$ cat src/rtl/xor_stream_cipher.sv
// XOR stream cipher: each accepted pixel is XORed with a key word popped from an
// internal key FIFO; a start/done frame FSM delivers exactly FRAME_LEN beats per frame.
module xor_stream_cipher #(
    parameter int DATA_W    = 8,
    parameter int FRAME_LEN = 786432,
    parameter int CNT_W     = 20,
    parameter int KEY_DEPTH = 16
) (
    input  logic                         clk,
    input  logic                         rst,
    input  logic                         start,
    input  logic                         bypass,
    input  logic [DATA_W-1:0]            s_pix_tdata,
    input  logic                         s_pix_tvalid,
    output logic                         s_pix_tready,
    input  logic [DATA_W-1:0]            s_key_tdata,
    input  logic                         s_key_tvalid,
    output logic                         s_key_tready,
    output logic [DATA_W-1:0]            m_tdata,
    output logic                         m_tvalid,
    input  logic                         m_tready,
    output logic                         m_tlast,
    output logic                         busy,
    output logic                         done,
    output logic [$clog2(KEY_DEPTH):0]   key_level
);

    localparam int AW = $clog2(KEY_DEPTH);
    localparam int LW = AW + 1;
    localparam logic [CNT_W-1:0] LAST_CNT = CNT_W'(FRAME_LEN - 1);
    localparam logic [LW-1:0]    FULL_LVL = LW'(KEY_DEPTH);

    // IDLE: wait for start | RUN: accept beats | FLUSH: drain last beat | DONE: hold done
    typedef enum logic [1:0] {
        S_IDLE  = 2'd0,
        S_RUN   = 2'd1,
        S_FLUSH = 2'd2,
        S_DONE  = 2'd3
    } state_t;

    state_t              r_state;
    logic [DATA_W-1:0]   r_key_mem [KEY_DEPTH];
    logic [AW-1:0]       r_wr_ptr;
    logic [AW-1:0]       r_rd_ptr;
    logic [LW-1:0]       r_level;
    logic [CNT_W-1:0]    r_count;
    logic                r_bypass_q;
    logic                r_done;
    logic [DATA_W-1:0]   r_m_tdata;
    logic                r_m_tvalid;
    logic                r_m_tlast;

    logic                w_full;
    logic                w_empty;
    logic                w_push;
    logic                w_pop;
    logic                w_acc;
    logic                w_last_beat;
    logic                w_out_hs;
    logic [DATA_W-1:0]   w_head;

    assign w_full       = (r_level == FULL_LVL);
    assign w_empty      = (r_level == '0);
    assign s_key_tready = !w_full && !rst;
    assign w_push       = s_key_tvalid && s_key_tready;

    assign s_pix_tready = (r_state == S_RUN) && (r_bypass_q || !w_empty)
                          && (!r_m_tvalid || m_tready) && !rst;
    assign w_acc        = s_pix_tvalid && s_pix_tready;
    // Readiness already requires a key unless bypassing, so a pop never hits an empty FIFO.
    assign w_pop        = w_acc && !r_bypass_q;
    assign w_head       = r_key_mem[r_rd_ptr];
    assign w_last_beat  = (r_count == LAST_CNT);
    assign w_out_hs     = r_m_tvalid && m_tready;

    assign m_tdata   = r_m_tdata;
    assign m_tvalid  = r_m_tvalid;
    assign m_tlast   = r_m_tlast;
    assign done      = r_done;
    assign busy      = (r_state == S_RUN) || (r_state == S_FLUSH);
    assign key_level = r_level;

    always_ff @(posedge clk) begin
        if (w_push) begin
            r_key_mem[r_wr_ptr] <= s_key_tdata;
        end
    end

    always_ff @(posedge clk) begin
        if (rst) begin
            r_wr_ptr <= '0;
            r_rd_ptr <= '0;
            r_level  <= '0;
        end else begin
            if (w_push) begin
                r_wr_ptr <= r_wr_ptr + AW'(1);
            end
            if (w_pop) begin
                r_rd_ptr <= r_rd_ptr + AW'(1);
            end
            case ({w_push, w_pop})
                2'b10:   r_level <= r_level + LW'(1);
                2'b01:   r_level <= r_level - LW'(1);
                default: r_level <= r_level;
            endcase
        end
    end

    always_ff @(posedge clk) begin
        if (rst) begin
            r_state    <= S_IDLE;
            r_count    <= '0;
            r_bypass_q <= 1'b0;
            r_done     <= 1'b0;
            r_m_tdata  <= '0;
            r_m_tvalid <= 1'b0;
            r_m_tlast  <= 1'b0;
        end else begin
            if (w_acc) begin
                r_m_tdata  <= r_bypass_q ? s_pix_tdata : (s_pix_tdata ^ w_head);
                r_m_tvalid <= 1'b1;
                r_m_tlast  <= w_last_beat;
            end else if (w_out_hs) begin
                r_m_tvalid <= 1'b0;
            end

            case (r_state)
                S_IDLE, S_DONE: begin
                    if (start) begin
                        r_state    <= S_RUN;
                        r_count    <= '0;
                        r_bypass_q <= bypass;
                        r_done     <= 1'b0;
                    end
                end
                S_RUN: begin
                    // Counter parks at FRAME_LEN-1 on the final beat instead of wrapping.
                    if (w_acc) begin
                        if (w_last_beat) begin
                            r_state <= S_FLUSH;
                        end else begin
                            r_count <= r_count + CNT_W'(1);
                        end
                    end
                end
                S_FLUSH: begin
                    if (w_out_hs && r_m_tlast) begin
                        r_state <= S_DONE;
                        r_done  <= 1'b1;
                    end
                end
                default: r_state <= S_IDLE;
            endcase
        end
    end

endmodule
$ cat config.mk
export PLATFORM = sky130hd
export DESIGN_NAME = xor_stream_cipher
export DESIGN_NICKNAME = d
export VERILOG_FILES = /design/src/rtl/xor_stream_cipher.sv
export SDC_FILE = /design/constraint.sdc
export NUM_CORES = 1
export LEC_CHECK = 0
export CORE_AREA = 4 4 104 180
export CTS_CLUSTER_DIAMETER = 100
export DETAILED_ROUTE_END_ITERATION = 7
export DIE_AREA = 0 0 108 184
export SLEW_MARGIN = 20
export SYNTH_ARGS = -nofsm -noshare
export SYNTH_HDL_FRONTEND = slang
export SYNTH_SLANG_ARGS = --single-unit
$ cat constraint.sdc
create_clock -name clk -period 8.51 [get_ports clk]
set_input_delay 0.851 -clock clk [delete_from_list [all_inputs] [get_ports clk]]
set_output_delay 0.851 -clock clk [all_outputs]
set_load 0.1 [all_outputs]
======== Yosys cells after proc, flatten, opt, wreduce, memory -nomap -nowiden ========
Memories as Yosys holds them, arrays and structs flattened. A register that Yosys moved wholly into a read port is not among the register bits.
Cells that the tools add are included.
operators by class
  $add $sub $neg .......................... 5
  equal/unequal tests ..................... 12
  mux-type cells .......................... 20
  bitwise operators ....................... 1
  reductions and logical operators ........ 28
operators by type and width
  cell                   count
  $mux 20                3
  $pmux 20 s2            1
  $add 20x1->20 const B  1
  $eq 20x20->1 const B   1
  $pmux 5 s2             1
  $logic_and 1x1->1      9
  $add 4x1->4 const B    2
  $mux 2                 4
  $mux 4                 2
  $mux 8                 1
  $ne 2x2->1 const B     4
  $reduce_and 4->1       2
  $reduce_bool 2->1      4
  $xor 8x8->8            1
  $eq 2x2->1 const B     3
  $mux 1                 6
  $pmux 2 s3             1
  $add 5x1->5 const B    1
  $eq 5x5->1 const B     1
  $logic_not 1->1        5
  $logic_not 5->1        1
  $sub 5x1->5 const B    1
  $eq 2x1->1 const B     2
  $logic_or 1x1->1       3
  6 further kinds        6
word-level totals
  register bits after elaboration ......... 47
  RAM bits ................................ 128
  bits of input ports ..................... 23
  output and inout port bits .............. 19
  memories ................................ 1
memory list
  name       words  width  rd ports  clocked after memory_dff  write ports  line  text
  r_key_mem  16     8      1         1                         1            42    logic [DATA_W-1:0] r_key_mem [KEY_DEPTH];

======== Depth between registers and ports, before layout ========
  word-level depth ........................ 10
  depth in mapped cells ................... 15

======== Worst setup path after synthesis ========
Ideal clock, no wire load.
  kind .................................... reg2out
  from .................................... register r_level[1] (netlist: key_level[1])
  to ...................................... output port s_pix_tready
  arrival ................................. 2.835 ns
  path slack .............................. 4.824 ns
  cell stages (with the launch flop) ...... 5
  path through ............................ dfxtp_1 buf_4 nor4_2 nor3b_2 nor2_1
on the way
  cells in the longest elaborated chain, start to end .. 6
ends and longest elaborated chain
  element                          line  text
  start: declaration               45    logic [LW-1:0] r_level;
  start signal: assignment         102   2'b10: r_level <= r_level + LW'(1);
  start signal: assignment         103   2'b01: r_level <= r_level - LW'(1);
  start signal: assignment         104   default: r_level <= r_level;
  $logic_not 5->1                  63    assign w_empty = (r_level == '0);
  $logic_not 1->1                  67    assign s_pix_tready = (r_state == S_RUN) && (r_bypass_q || !w_empty)
  $logic_or 1x1->1                 67
  $logic_and 1x1->1                67
  $logic_and 1x1->1 (2 in series)  68    && (!r_m_tvalid || m_tready) && !rst;
  end: declaration                 15    output logic s_pix_tready,
Every way passes these cells.

======== Final worst setup path ========
  from .................................... input port rst
  to ...................................... output port s_pix_tready
on the way
  cells in the longest elaborated chain, start to end .. 2
ends and longest elaborated chain
  element             line  text
  start: declaration  10    input logic rst,
  $logic_not 1->1     68
  $logic_and 1x1->1   68
Every way passes these cells.

==> flow_summary.toml <==
[floorplan]
die_y_um = 184
start_util_pct = 43.8
rows = 64
dieArea_sq_um = 19900
core_sq_um = 17400
ioPinCount = 42
die_width_um = 108

[grt]
grt_pass1_wl_um = 26100
grt_pass1_vias = 4706
antenna_found_initial = 0
grt_util_met2_pct = 30.6
grt_max_degree = 49
grt_util_met3_pct = 3.30
grt.overflow.total = 0
grt_busiest_layer = "met2"
grt_usage_pct = 17.5
gr-usage-met1_pct = 20.0

[placed_design]
pre_cts_slack_ns = 4.40
place_hpwl_um = 11400
io_buffers = 41
placed_cell_area_sq_um = 8210
gp_congestion = 0.829
dp_cells = 820

[synth]
syn_avg_cell_area_sq_um = 13.2
synth_seq_area_share_pct = 63.9
syn_nets = 611
synthFlopType = "edfxtp_1"
synth_area_sq_um = 7620
ys_seq_elements = 179
synth.distinct_cells = 53
synthArstFlopShare_pct = 0
synth_edf_count = 128
yosysWarnings = 0
syn_inst = 577

[pwr]
netSwitchingFraction_pct = 26.3
switchingPower_mw = 0.521
seqPwrFrac_pct = 48.7
power_density_nw_per_um2 = 225
peakVddDrop_v = 0.000125
p_int_mw = 1.46
combPwrFrac_pct = 13.2
pwr-share-clk_pct = 38.1
p_leak_nw = 2.74

[critical_path]
path_class = "in -> out"
arrival_ns = 3.10
timing.rr.end = "key_level[4]"
startpoint = "rst"
crit_required_ns = 7.66
end_kind = "primary output"
cp-start-kind = "primary input"
r2r_slack_ns = 5.26
r2r_start = "r_state[1]"
cp_max_fo = 38
ff2ff_path_depth = 12

[finish]
layout.cells.non_filler = 851
diodes = 0
num-nets-final = 642
drive_gt1_share_pct = 10.6
fillers = 1524
stdcell_area_sq_um = 8780
area_growth_pct = 15.2

[sta]
slew_viol_final = 0
slew_headroom_pct = 33.7
finalWorstSetupSlack_ns = 4.56
holdWs_ns = 0.473
fin_crit_sh_pct = 46.4
period_minus_slack_ns = 3.95
finalClockSkew_ns = 0.00819
rsz0062_at_grt = "false"
hold_viol = 0
setup_violations = 0
fmaxAchievable_mhz = 253
worstMarginPinSlew_ns = 0.991
fin_setup_tns_ns = 0

[clock_network]
cts_buffers = 17
cts_tree = "built"
insertion_delay_ns = 0.42
postCtsSetupRepairBufs = 0
cts.path.max_buffers = 2
clk_pin_slew_ns = 0.07
htree_levels = 4
root_buffer = "clkbuf_16"
hold_buffers = 0
cts_sinks = 179
cts_resized = 0

[drt]
viasPerCell = 5.55
drc = 0
wl_um = 16500
initialDrtViolationCount = 339
antenna_left = 0
dr.pass1.iters = 5
via_count = 4719
post_drt_wl_per_cell_um = 19.4

[status]
outcome = "completed"

[worst_hold_path]
hold_depth = 2
hold_start = "m_tlast"
hold_class = "reg -> reg"
worstHoldEndpoint = "m_tlast"

[run]
cap_violations = 0
[power by group through the flow]
stage / registers [mW] / clock network [mW] / logic, mW
after floorplan: 1.02 / 0 / 0.161
after global placement: 0.983 / 0 / 0.258
final: 0.964 / 0.753 / 0.262
after global routing: 0.965 / 0.802 / 0.282
after CTS: 0.964 / 0.767 / 0.262
after detailed placement: 0.983 / 0 / 0.261
[metal layers]
metal	wire (um)	share of wire (%)	vias up
met5	0	0	-
met4	740	4.5	0
met3	594	3.6	27
met2	8820	53	113
met1	6390	39	2323
li1	-	-	2256
[synthesized netlist by cell type (all sizes together), types with 15 or more instances]
| master | instances | area [sq um] |
|---|---|---|
| nand2 | 24 | 90.1 |
| mux2i | 20 | 200 |
| a211oi | 15 | 113 |
| nand3 | 19 | 108 |
| clkbuf | 19 | 71.3 |
| dfxtp | 51 | 1020 |
| edfxtp | 128 | 3840 |
| a21oi | 25 | 125 |
| mux4 | 16 | 360 |
| o21ai | 36 | 180 |
| nor2b | 16 | 100 |
| nor2 | 45 | 169 |
[area by class of cell]
cell class | instances | area (sq um) | area share [%]
Multi-Input combinational cell | 353 | 2570 | 29.3
Clock inverter | 13 | 135 | 1.54
Clock buffer | 18 | 429 | 4.89
Timing Repair Buffer | 45 | 440 | 5.02
Sequential cell | 179 | 4870 | 55.5
Tap cell | 231 | 289 | 3.29
Inverter | 12 | 45.0 | 0.513
[stage by stage]
step                power, mW  util (%)
finish                   1.98      50.5
detailed placement       1.24      47.2
floorplan                1.18         -
global placement         1.24      47.1
CTS                      1.99      50.5
global route             2.05      50.5
[kinds of logic (layout without fill, tap and decap cells)]
kind of cell,Yosys count,in the layout,synth area share (%)
adder cells (fa/ha/maj),11,11,1.81
AND/OR/NAND/NOR,175,175,12.5
buffers and inverters,45,88,2.68
AO/OA/AOI/OAI,107,107,8.93
multiplexers,38,38,7.65
XOR/XNOR,22,22,2.53
flip-flops,179,179,63.9
[worst max-delay path by stage]
stage | depth (start not counted) | slack [ns] | to
2_1_floorplan | 4 | 4.82 | s_pix_tready
3_3_place_gp | 12 | 4.52 | key_level[4]
3_5_place_dp | 12 | 4.40 | key_level[4]
4_1_cts | 6 | 4.54 | s_pix_tready
5_1_grt | 6 | 4.47 | s_pix_tready
6_report | 6 | 4.56 | s_pix_tready
[layout by cell type, fill, tap and decap left out, types with 13 or more instances in the layout]
| master | n |
|---|---|
| clkdlybuf4s50_1 | 41 |
| edfxtp_1 | 128 |
| nand2_1 | 24 |
| mux2i_1 | 20 |
| mux4_2 | 16 |
| nand3_1 | 18 |
| a21oi_1 | 25 |
| o21ai_0 | 36 |
| xnor2_1 | 13 |
| nor2_1 | 45 |
| clkbuf_16 | 17 |
| nor2b_1 | 16 |
| dfxtp_1 | 50 |
| a211oi_1 | 15 |
[state kept, by name, summed over array words and instances (netlist names), 2 cells and up, named ones only]
name       count
r_key_mem    128
r_count       20
m_tdata        8
key_level      5
r_rd_ptr       4
r_wr_ptr       4
r_state        2
[critical path, cell delays in order]
cell             delay [ns]
clkdlybuf4s50_1        0.40
buf_4                  0.25
and2b_4                0.32
nand2_1                0.05
nor2_1                 0.09
clkdlybuf4s50_1        1.14
(Power assumes the default switching activity.)
